<file path="config.mk">
export PLATFORM = sky130hd
export DESIGN_NAME = boot_load_ctrl
export DESIGN_NICKNAME = d
export VERILOG_FILES = /design/src/rtl/boot_load_ctrl.sv
export SDC_FILE = /design/constraint.sdc
export NUM_CORES = 1
export LEC_CHECK = 0
export ABC_AREA = 1
export CAP_MARGIN = 20
export CORE_MARGIN = 3
export CORE_UTILIZATION = 23
export DETAILED_ROUTE_END_ITERATION = 7
export GPL_TIMING_DRIVEN = 0
export SYNTH_ARGS = -nofsm -noshare
export SYNTH_HDL_FRONTEND = slang
export SYNTH_SLANG_ARGS = --single-unit
</file>
<file path="constraint.sdc">
create_clock -name clk -period 2.6 [get_ports clk]
set_clock_uncertainty 0.2 [all_clocks]
set_input_delay 0.39 -clock clk [delete_from_list [all_inputs] [get_ports clk]]
set_output_delay 0.39 -clock clk [all_outputs]
set_load 0.02 [all_outputs]
</file>
<file path="src/rtl/boot_load_ctrl.sv">
// Boot loader / lifetime controller: assembles the UART image into memory words,
// releases the core, then sequences poweroff -> TX drain -> halt.
module boot_load_ctrl #(
  parameter int MEMWORDS = 4096,
  parameter int ADDR_W   = 12
) (
  input  logic              clk,
  input  logic              rst_n,
  input  logic              rx_valid,
  input  logic [7:0]        rx_data,
  input  logic              core_mem_we,
  input  logic [ADDR_W-1:0] core_mem_addr,
  input  logic [31:0]       core_mem_wdata,
  input  logic              core_poweroff,
  input  logic              tx_idle,
  output logic              mem_we,
  output logic [ADDR_W-1:0] mem_addr,
  output logic [31:0]       mem_wdata,
  output logic              core_rst,
  output logic              load_done,
  output logic              halted,
  output logic              rx_overrun,
  output logic [1:0]        dbg_state
);

  typedef enum logic [1:0] {
    ST_LOAD  = 2'd0,
    ST_RUN   = 2'd1,
    ST_DRAIN = 2'd2,
    ST_HALT  = 2'd3
  } state_t;

  localparam logic [ADDR_W-1:0] LAST_ADDR = ADDR_W'(MEMWORDS - 1);

  state_t            state_q;
  logic [1:0]        byte_idx_q;
  logic [ADDR_W-1:0] addr_q;
  logic [23:0]       shift_q;
  logic              ld_we_q;
  logic [ADDR_W-1:0] ld_addr_q;
  logic [31:0]       ld_wdata_q;
  logic              core_rst_q;
  logic              load_done_q;
  logic              halted_q;
  logic              rx_overrun_q;
  logic [31:0]       word_d;

  // Only the upper three bytes of the shifter matter: the oldest byte drops
  // out as each new byte enters at the top.
  assign word_d = {rx_data, shift_q};

  always_ff @(posedge clk) begin
    if (!rst_n) begin
      state_q      <= ST_LOAD;
      byte_idx_q   <= 2'd0;
      addr_q       <= '0;
      shift_q      <= '0;
      ld_we_q      <= 1'b0;
      ld_addr_q    <= '0;
      ld_wdata_q   <= '0;
      core_rst_q   <= 1'b1;
      load_done_q  <= 1'b0;
      halted_q     <= 1'b0;
      rx_overrun_q <= 1'b0;
    end else begin
      ld_we_q <= 1'b0;
      case (state_q)
        ST_LOAD: begin
          if (rx_valid) begin
            shift_q    <= word_d[31:8];
            byte_idx_q <= byte_idx_q + 2'd1;
            if (byte_idx_q == 2'd3) begin
              ld_we_q    <= 1'b1;
              ld_addr_q  <= addr_q;
              ld_wdata_q <= word_d;
              addr_q     <= addr_q + 1'b1;
              if (addr_q == LAST_ADDR) begin
                state_q     <= ST_RUN;
                load_done_q <= 1'b1;
              end
            end
          end
        end
        ST_RUN: begin
          core_rst_q <= 1'b0;
          if (core_poweroff) state_q <= ST_DRAIN;
        end
        ST_DRAIN: begin
          if (tx_idle) begin
            state_q    <= ST_HALT;
            halted_q   <= 1'b1;
            core_rst_q <= 1'b1;
          end
        end
        default: ;
      endcase
      if (rx_valid && (state_q != ST_LOAD)) rx_overrun_q <= 1'b1;
    end
  end

  // The final loader pulse lands in the first RUN cycle while the core is
  // still held in reset, so the loader keeps the port until core_rst drops.
  always_comb begin
    mem_we    = 1'b0;
    mem_addr  = '0;
    mem_wdata = '0;
    if ((state_q == ST_LOAD) || ((state_q == ST_RUN) && core_rst_q)) begin
      mem_we    = ld_we_q;
      mem_addr  = ld_addr_q;
      mem_wdata = ld_wdata_q;
    end else if (state_q == ST_RUN) begin
      mem_we    = core_mem_we;
      mem_addr  = core_mem_addr;
      mem_wdata = core_mem_wdata;
    end
  end

  assign core_rst   = core_rst_q;
  assign load_done  = load_done_q;
  assign halted     = halted_q;
  assign rx_overrun = rx_overrun_q;
  assign dbg_state  = state_q;

endmodule

</file>
* Word level (Yosys, flattened, before mapping) *
Cells that the tools add are included.

storage, ports and cells
  output and inout port bits = 51
  word-level logic and storage cells = 51
  flip-flop bits (word level) = 89
  input bits = 58

operators by class
  eq/ne operators = 9
  reduce and logical (&&, ||, !) cells = 14
  add/sub/neg operators = 2
  multiplexer cells = 15

operator list
  cell                                                                   number
  32-bit two-way mux                                                     2
  12-bit two-way mux                                                     2
  12-bit by 1-bit adder with 12-bit output, second input constant        1
  12-bit equality test, second input constant                            1
  2-bit two-way mux                                                      5
  2-bit inequality test, second input constant                           5
  2-bit case mux with 3 select lines                                     1
  2-bit AND reduction                                                    3
  3-bit AND reduction                                                    2
  6-bit AND reduction                                                    1
  2-bit equality test, second input constant                             2
  1-bit two-way mux                                                      4
  4-bit AND reduction                                                    1
  2-bit nonzero test                                                     2
  3-bit nonzero test                                                     1
  2-bit by 1-bit adder with 2-bit output, second input constant          1
  2-bit by 1-bit equality test with 1-bit output, second input constant  1
  1-bit logical AND                                                      2
  2-bit zero test                                                        1
  1-bit case mux with 2 select lines                                     1
  1-bit logical OR                                                       1

* Depth between registers and ports, before layout *
  word-level depth = 5
  mapped depth = 10
  depth with buffers taken out = 10

* Worst setup path before layout *
OpenSTA, ideal clock, no wires.

  path type = register -> output
  start point = register state_q[0] (netlist: dbg_state[0])
  end point = output port mem_addr[0]
  buffers on the path = 1
  stages on the path, launching flop included = 7
  path slack = 0.319 ns
  data required time = 2.010 ns
  arrival time = 1.691 ns
  path through = dfxtp_1 inv_1 ha_1 a21oi_2 clkbuf_1 nand3_1 o21ai_0

between the ends
  word-level cells in the longest chain between the ends = 4

ends and longest elaborated chain
  element                                         line      RTL
  start, declared                                 35        state_t state_q;
  start signal, assigned                          54        state_q <= ST_LOAD;
  start signal, assigned                          78        state_q <= ST_RUN;
  start signal, assigned                          86        if (core_poweroff) state_q <= ST_DRAIN;
  2-bit by 1-bit equality test with 1-bit output  107, 111
  1-bit logical AND                               107       if ((state_q == ST_LOAD) || ((state_q == ST_RUN) && core_rst_q)) begin
  1-bit logical OR                                107
  12-bit two-way mux *                            107
  end, declared                                   17        output logic [ADDR_W-1:0] mem_addr,

Mark *: on every way between the ends. The rest lies on a longest branch, timed or not.

* Worst setup path after layout *
  start point = register state_q[0] (netlist: dbg_state[0])
  end point = output port mem_wdata[30]

between the ends
  word-level cells in the longest chain between the ends = 4

ends and longest elaborated chain
  element                                         line      RTL
  2-bit by 1-bit equality test with 1-bit output  107, 111
  1-bit logical AND                               107
  1-bit logical OR                                107
  32-bit two-way mux *                            107
  end, declared                                   18        output logic [31:0] mem_wdata,

Marked as above.

==> run metrics <==
minimum clock period=2.497 ns; Post-Syn Nets=614; Initial Util=23.71%; Core Box Area=16700 um2; antenna violations before repair=0; critical path class=flip-flop to output port; diode count=0; # DRC=0; largest net degree at the start of global routing=16; I/O pin count=109; Area Growth Syn to Fin=41.17%; Synth cell types=25; clock tree sinks=89; crit-path max cell delay=0.37 ns; height of the chip=137.2 um; Crit Path Max Fanout=10; First DRT Iteration DRCs=239; largest cells by area after synthesis=dfxtp_1 (45%), o21ai_0 (12%), nand3_1 (7.0%), inv_1 (6.4%), nor2_1 (5.8%); H-tree depth=3; Nets=735; Post-Route WL=12170 um; Final ANT Viol Nets=0; Top FF cell, synth=dfxtp_1; # rows=47; GPL Wtd Cong=0.8015; Seq/Total Area, Yosys=44.99%; Final Hold Fails=0; count leader, synth=o21ai_0; share of layout cells above drive strength 1=14.79%; die width=137.2 um; Max Cap Viol=0; Worst EP arrival=1.91 ns; Setup crit end kind=output port; root buf cell=clkbuf_16; total number of vias=3921; Cell Area, Synth=3960 um2; final setup margin=0.1026 ns; commonest cells in the netlist=o21ai_0 (97), dfxtp_1 (89), inv_1 (67), nor2_1 (61), nand2_1 (58); port buffer count=108; total CTS buffers=9; pwr/cell area=809.6 nW/um2; Post-Place Cell Area=5316 um2; wire length of the first global-routing pass=19800 um; Worst R2R Setup Slack=0.70 ns; ys async rst share=0%; routed len/inst=13.58 um; router iterations before antenna repair=5; unrepaired setup endpoints after global routing=no; Place WS=-0.7533 ns; Synth top area share=44.99%; average cell area after synthesis=7.200 um2; DP Wirelength=9286 um; Mapped Cells=550; number of synthesized flops with an enable pin=0; final setup fails=0; status=completed; worst path cell trace=inv_1 > ha_4 > a21oi_4 > buf_12 > clkbuf_2 > o21ai_0 > buf_2; Yosys top cell by area=dfxtp_1; VDD IR max=0.3002 mV; vias in the first global route=3856; Avg Vias per Cell=4.376; Ys Warns=0; fillers=1855; total die area=18830 um2; Pleak=2.134 nW; CTS tree=yes; global route overflow=0; Setup crit start kind=flip-flop; clk_lat worst skew=0.34 ns; fmax=400.4 MHz; CTS Buffer Depth=2; synthesized flop and latch total=89; Slew @ Worst Pin=0.6003 ns; clock slew at reported path FFs=0.06 ns; Critical Path RT=2.01 ns; fin area=5590 um2; Hold-fix buffers, CTS=0; final count of pins violating max slew=0; hold crit path type=flip-flop to flip-flop; gr usage total=13.33%; slowest cell on the critical path=dfxtp_4; Slew headroom=59.98%; Final period util=96.05%
## state kept, by name, summed over array words and instances (netlist names)
register,count
rx_overrun,1
addr_q,12
byte_idx_q,2
ld_we_q,1
ld_wdata_q,32
core_rst,1
shift_q,24
ld_addr_q,12
halted,1
load_done,1
dbg_state,2
## cells in the final DEF, fill, tap and decap left out, drive strengths merged
cell,count
ha,6
o31ai,20
bufinv,2
clkdlybuf4s15,7
clkinv,3
nand4,3
clkbuf,31
a21oi,38
o21ai,98
a31oi,1
a211oi,2
dfxtp,89
xor2,4
and3,1
inv,72
clkdlybuf4s50,63
nand3,55
nand2,58
o211ai,1
nor3,2
nor2,64
buf,56
## path summary, 6_finish.rpt
path	from	end	cells past startpoint
worst max-delay path	dbg_state[0]$_SDFFE_PN0P_	mem_wdata[30]	7
worst min-delay path	load_done$_SDFFE_PN0P_	load_done$_SDFFE_PN0P_	2
worst max register to register	dbg_state[0]$_SDFFE_PN0P_	ld_wdata_q[5]$_SDFFE_PN0P_	8
worst min register to register	load_done$_SDFFE_PN0P_	load_done$_SDFFE_PN0P_	2
## stage by stage
stage                     power (W)  setup TNS (ns)  util (%)  hold slack, ns  instances
after floorplan            0.002454               0         -          0.2239        550
after global placement     0.003051          -24.86     31.83          0.2352        878
after detailed placement   0.003063          -24.89     31.83          0.2376        878
after CTS                  0.004573      -0.0006135     34.18          0.2518        896
after global routing       0.004841               0     33.47          0.2730        896
final                      0.004526               0     33.47          0.2472        896
## final cells by class
class	instances	area (um2)	share of cell area (%)
Multi-Input combinational cell	353	1787	31.96
Clock inverter	6	91.34	1.634
Buffer	37	207.7	3.715
Clock buffer	10	229.0	4.096
Timing Repair Buffer	110	947.2	16.94
Tap cell	220	275.3	4.924
Sequential cell	89	1787	31.96
Inverter	71	266.5	4.767
## repair_timing
item,CTS,global route
resized for setup,219,35
endpoints found under the setup margin,45,45
pin swaps,0,0
gates cloned,0,0
buffers inserted,2,0
## critical path, delay by kind of cell (launching register included)
family	cells	cell delay, ns
buf+inv	4	0.67
flops	1	0.37
compound gates	2	0.34
fa+ha+maj	1	0.19
## routing by layer
layer  share of wire, %  vias to the layer above  GRT usage (%)
li1                   -                     2062              -
met1                 47                     1750          17.83
met2                 45                       93          21.36
met3                6.7                       16          2.484
met4                1.7                        0          5.044
met5                  0                        -              0
## logic make-up (layout without fill, tap and decap cells)
| family | count (synthesis) | count (layout) | synth area share, % |
|---|---|---|---|
| compound gates | 160 | 160 | 21.80 |
| xor+xnor | 4 | 4 | 0.8846 |
| fa+ha+maj | 6 | 6 | 1.896 |
| buf+inv | 108 | 234 | 10.71 |
| flops | 89 | 89 | 44.99 |
| simple gates | 183 | 183 | 19.72 |
## power breakdown
part	leakage [nW]	switching (W)	internal (W)
logic	1.25	0.000891	0.000585
registers	0.725	0.000122	0.00155
clock network	0.157	0.000535	0.000847
(Power assumes the default switching activity.)
